### src/rtl/pixel_scan_pkg.sv
// Shared types and default parameters for the pixel scan sequencer.
package pixel_scan_pkg;

    localparam int CNT_W_DEF         = 32;
    localparam int NUM_CH_DEF        = 5;
    localparam int NUM_PX_DEF        = 4;
    localparam int SETTLE_CYCLES_DEF = 4;
    localparam int WIN_CYCLES_DEF    = 1000;

    typedef enum logic [2:0] {
        S_IDLE,
        S_CLEAR,
        S_SETTLE,
        S_COUNT,
        S_HOLD,
        S_XFER,
        S_NEXT
    } state_t;

    function automatic int max_int(input int a, input int b);
        return (a > b) ? a : b;
    endfunction

endpackage

### src/rtl/scan_window_timer.sv
// Loadable down-counter; done is high whenever the count has reached zero.
module scan_window_timer #(
    parameter int WIDTH = 4
) (
    input  logic             clk,
    input  logic             rst,
    input  logic             load,
    input  logic [WIDTH-1:0] load_val,
    output logic             done
);

    logic [WIDTH-1:0] count;

    // NOTE: sequential state uses <= so every register samples pre-edge values.
    always_ff @(posedge clk) begin
        if (rst) begin
            count <= '0;
        end else if (load) begin
            count <= load_val;
        end else if (count != '0) begin
            count <= count - WIDTH'(1);
        end
    end

    assign done = (count == '0);

endmodule

### src/rtl/pixel_scan_sequencer.sv
// Steps through pixel addresses, times the oscillator count window and hands
// each channel's count to the I2C side one word per ack.
module pixel_scan_sequencer
    import pixel_scan_pkg::*;
#(
    parameter int CNT_W         = CNT_W_DEF,
    parameter int NUM_CH        = NUM_CH_DEF,
    parameter int NUM_PX        = NUM_PX_DEF,
    parameter int SETTLE_CYCLES = SETTLE_CYCLES_DEF,
    parameter int WIN_CYCLES    = WIN_CYCLES_DEF,
    localparam int PX_W         = (NUM_PX > 1) ? $clog2(NUM_PX) : 1
) (
    input  logic                    clk,
    input  logic                    rst,
    input  logic                    start,
    input  logic                    continuous,
    input  logic                    abort,
    input  logic [NUM_CH-1:0]       osc_mask,
    input  logic [NUM_CH*CNT_W-1:0] counter_val,
    input  logic                    ack_received,
    output logic [PX_W-1:0]         px_addr,
    output logic [NUM_CH-1:0]       stop_osc,
    output logic                    en_osc_out,
    output logic                    clr_counter,
    output logic [CNT_W-1:0]        sample_out,
    output logic                    drdy,
    output logic                    busy,
    output logic                    frame_done
);

    localparam int TMR_W = $clog2(max_int(SETTLE_CYCLES, WIN_CYCLES) + 1);
    localparam int CH_W  = (NUM_CH > 1) ? $clog2(NUM_CH) : 1;

    state_t           state, next_state;
    logic [CH_W-1:0]  ch;
    logic             ack_q;
    logic             in_reset;
    logic             tmr_load;
    logic [TMR_W-1:0] tmr_val;
    logic             tmr_done;
    logic             ack_rise;
    logic             last_ch;
    logic             last_px;

    assign ack_rise = ack_received & ~ack_q;
    assign last_ch  = (ch == CH_W'(NUM_CH - 1));
    assign last_px  = (px_addr == PX_W'(NUM_PX - 1));

    // One timer serves SETTLE, COUNT and the two-cycle HOLD.
    scan_window_timer #(
        .WIDTH(TMR_W)
    ) u_timer (
        .clk      (clk),
        .rst      (rst),
        .load     (tmr_load),
        .load_val (tmr_val),
        .done     (tmr_done)
    );

    always_ff @(posedge clk) begin
        if (rst) begin
            state <= S_IDLE;
        end else begin
            state <= next_state;
        end
    end

    // NOTE: every signal assigned in always_comb gets a default first, so no latch is inferred.
    always_comb begin
        next_state = state;
        tmr_load   = 1'b0;
        tmr_val    = '0;
        if (abort) begin
            next_state = S_IDLE;
        end else begin
            case (state)
                S_IDLE: if (start) next_state = S_CLEAR;
                S_CLEAR: begin
                    next_state = S_SETTLE;
                    tmr_load   = 1'b1;
                    tmr_val    = TMR_W'(SETTLE_CYCLES - 1);
                end
                S_SETTLE: if (tmr_done) begin
                    next_state = S_COUNT;
                    tmr_load   = 1'b1;
                    tmr_val    = TMR_W'(WIN_CYCLES - 1);
                end
                S_COUNT: if (tmr_done) begin
                    next_state = S_HOLD;
                    tmr_load   = 1'b1;
                    tmr_val    = TMR_W'(1);
                end
                S_HOLD: if (tmr_done) next_state = S_XFER;
                S_XFER: if (drdy && ack_rise && last_ch) next_state = S_NEXT;
                S_NEXT: next_state = (!last_px || continuous) ? S_CLEAR : S_IDLE;
                default: next_state = S_IDLE;
            endcase
        end
    end

    always_comb begin
        stop_osc    = '1;
        en_osc_out  = 1'b0;
        clr_counter = in_reset;
        busy        = (state != S_IDLE);
        case (state)
            S_CLEAR:          clr_counter = 1'b1;
            S_SETTLE, S_HOLD: stop_osc    = osc_mask;
            S_COUNT: begin
                stop_osc   = osc_mask;
                en_osc_out = 1'b1;
            end
            default: ;
        endcase
    end

    // Word handshake, pixel stepping and the frame_done pulse.
    always_ff @(posedge clk) begin
        if (rst) begin
            px_addr    <= '0;
            ch         <= '0;
            sample_out <= '0;
            drdy       <= 1'b0;
            frame_done <= 1'b0;
            ack_q      <= 1'b0;
            in_reset   <= 1'b1;
        end else begin
            in_reset   <= 1'b0;
            ack_q      <= ack_received;
            frame_done <= 1'b0;
            if (abort) begin
                px_addr <= '0;
                ch      <= '0;
                drdy    <= 1'b0;
            end else begin
                case (state)
                    S_IDLE: if (start) px_addr <= '0;
                    S_XFER: begin
                        if (!drdy) begin
                            sample_out <= counter_val[int'(ch)*CNT_W +: CNT_W];
                            drdy       <= 1'b1;
                        end else if (ack_rise) begin
                            drdy <= 1'b0;
                            ch   <= last_ch ? '0 : ch + CH_W'(1);
                        end
                    end
                    S_NEXT: begin
                        if (last_px) begin
                            px_addr    <= '0;
                            frame_done <= 1'b1;
                        end else begin
                            px_addr <= px_addr + PX_W'(1);
                        end
                    end
                    default: ;
                endcase
            end
        end
    end

endmodule

### config.mk
export PLATFORM = sky130hd
export DESIGN_NAME = pixel_scan_sequencer
export DESIGN_NICKNAME = d
export VERILOG_FILES = /design/src/rtl/pixel_scan_pkg.sv /design/src/rtl/scan_window_timer.sv /design/src/rtl/pixel_scan_sequencer.sv
export SDC_FILE = /design/constraint.sdc
export NUM_CORES = 1
export LEC_CHECK = 0
export CAP_MARGIN = 20
export CORE_AREA = 2 2 79 137
export CTS_BUF_LIST = sky130_fd_sc_hd__clkbuf_4
export DETAILED_ROUTE_END_ITERATION = 10
export DIE_AREA = 0 0 81 139
export PLACE_DENSITY_LB_ADDON = 0.25
export SLEW_MARGIN = 15
export SYNTH_ARGS = -nofsm -noshare
export SYNTH_HDL_FRONTEND = slang
export SYNTH_SLANG_ARGS = --single-unit
### constraint.sdc
create_clock -name clk -period 1.81 [get_ports clk]
set_input_delay 0.543 -clock clk [delete_from_list [all_inputs] [get_ports clk]]
set_output_delay 0.543 -clock clk [all_outputs]
set_load 0.05 [all_outputs]
==> impl_metrics.ini <==
[grt]
grt_pass1_wl_um = 18700
overflow = 0
grt_max_degree = 39
grt_pass1_vias = 3871
antenna_found_initial = 1
grt_use_total_pct = 21.6

[logic_synthesis]
ys_warn_count = 0
synthesis.area_sq_um = 3380
syn_area_per_cell_sq_um = 9.96
synthDistinctLibCells = 49
yosysSeqAreaShare_pct = 32.0
ys_ff_latch = 54
synthFlopType = dfxtp_1
netlist_instances = 339
synthesis.nets = 515
synth_edf_count = 0
async_reset_ff_share_pct = 0

[clock_network]
insertion_delay_ps = 400
cts_buffers = 5
cts_tree = built
cts_max_path_buffers = 2
clk_pin_slew_worst_paths_ps = 180
ctsHoldBuffers = 0
cts.sinks = 54
cts_root_buf = clkbuf_4
htree_levels = 2

[final_layout]
finalInstanceArea_sq_um = 6200
drive_gt1_share_pct = 28.1
syn_to_final_growth_pct = 83.7
final_nets = 747
n_fill_cell = 895
utilization_pct = 60.9

[sta]
finalSetupViolCount = 10
setup_tns_ps = -1190
fin_crit_ps = 1970
grt_setup_unrepaired = yes
finalCritPeriodShare_pct = 109
slew_headroom_pct = 72.7
hold_viol = 0
final_max_slew_viol_count = 0
finalClockSkew_ps = 21.7
max_freq_mhz = 507
worst_pin_slew_ps = 408
layout_setup_ws_ps = -162

[floorplan]
die_w_um = 81
io_pins = 215
core_area_sq_um = 10200
die_h_um = 139
start_util_pct = 33.2
die_area_sq_um = 11300
rows = 49

[critical_path]
crit_arrival_ps = 1430
startpoint_type = flop
critPathRequiredTime_ps = 1270
end_kind = output pin
crit_type = flop to output pin
cp_max_fo = 5
r2r_setup_slack_ps = -10

[detailed_routing]
drtAntennaViolNets = 0
dr.pass1.iters = 4
dr.first_iter.drc_count = 183
drc = 0
avgRoutedWirePerCell_um = 17.5
wirelength_um = 12200
vias_per_cell = 5.28
vias = 3698

[power]
power_mw = 3.65
power_density_nw_per_um2 = 589
ir_drop_mv = 0.368
power.leakage_nw = 2.29

[place]
hpwlAfterDp_um = 9660
dp_slack_ps = -232
routabilityCongestion = 0.897
io_buffer_count = 214
dpl-instance-area_sq_um = 5830

[outcome]
status = finished with violations
violations = negative setup slack

[flow_run]
cap_violations = 0

[min_path]
hp-class = flop to flop
[metrics by stage]
step / instances / hold slack (ps)
floorplan: 339 / 466
global placement: 677 / 483
detailed placement: 677 / 492
CTS: 689 / 494
global route: 700 / 503
finish: 700 / 510
[area by class of cell]
| type | instances | area, sq um | area share [%] |
|---|---|---|---|
| multi-input cells | 248 | 2210 | 35.6 |
| repair buffers | 256 | 2630 | 42.5 |
| inverters | 6 | 22.5 | 0.363 |
| diodes | 1 | 2.50 | 0.0404 |
| clock buffers | 6 | 45.0 | 0.727 |
| flip-flops and latches | 54 | 1090 | 17.6 |
| clock inverters | 2 | 37.5 | 0.605 |
| well taps | 127 | 159 | 2.56 |
[where the power goes]
part | switching, mW | internal (mW) | total (mW)
clock network | 0.416 | 0.307 | 0.723
logic | 0.643 | 0.918 | 1.56
registers | 0.0866 | 1.28 | 1.37
total | 1.15 | 2.51 | 3.65
[state kept, by name, summed over array words and instances (netlist names)]
name and count:
ack_q 1, drdy 1, px_addr 2, state 3
frame_done 1, in_reset 1, sample_out 32, u_timer.count 10
ch 3
[cell usage in the layout (no fill, tap or decap), types with 9 or more instances in the layout]
cell | Yosys | layout
clkdlybuf4s50_1 | 0 | 169
buf_4 | 4 | 59
dfxtp_1 | 54 | 48
nor2_1 | 48 | 47
a22oi_1 | 33 | 33
mux4_2 | 32 | 32
a211oi_1 | 36 | 28
buf_12 | 0 | 16
nand2_1 | 9 | 9
a21oi_1 | 10 | 9
[cell usage after synthesis (5+ instances only)]
master,instances,area [sq um]
nor3_1,6,30.0
a22oi_1,33,248
nor2b_1,5,31.3
nor2_1,48,180
dfxtp_1,54,1080
a211oi_1,36,270
buf_2,11,55.1
mux4_2,32,721
clkbuf_1,13,48.8
nand2_1,9,33.8
a21oi_1,10,50.1
or2_2,7,43.8
inv_1,5,18.8
ha_1,5,62.6
[worst paths after layout]
check,from,end,depth (start not counted)
worst min-delay path,sample_out[23]$_SDFFE_PP0P_,sample_out[23]$_SDFFE_PP0P_,2
worst max register to register,state[1]$_SDFFE_PP0P_,sample_out[24]$_SDFFE_PP0P_,8
worst min register to register,sample_out[23]$_SDFFE_PP0P_,sample_out[23]$_SDFFE_PP0P_,2
worst max-delay path,state[1]$_SDFFE_PP0P_,stop_osc[4],4
[kinds of logic (layout without fill, tap and decap cells)]
kind of cell	count (synthesis)	after routing	share of synthesized area [%]
other cells	0	1	0
simple gates	106	106	16.8
xor+xnor	5	5	1.30
mux	35	35	22.2
buf+inv	37	270	5.19
compound gates	97	97	20.6
fa+ha+maj	5	5	1.85
flops	54	54	32.0
[layer usage]
metal / wire length [um] / GRT usage, % / vias to the layer above
li1: - / - / 1772
met1: 4200 / 21.8 / 1775
met2: 7050 / 40.9 / 127
met3: 597 / 4.30 / 24
met4: 388 / 9.19 / 0
met5: 0 / 0 / -
[worst max-delay path: stages (launching register included)]
cell,delay [ps]
dfxtp_2,400
nor2b_4,170
a21oi_2,60
or2_4,240
buf_8,150
[timing repair]
item	in CTS	in global routing
cloned	0	2
resized for setup	29	11
pin swaps	1	4
setup buffers	4	8
setup endpoints to repair	9	28
Power figures use the tool's default switching activity.
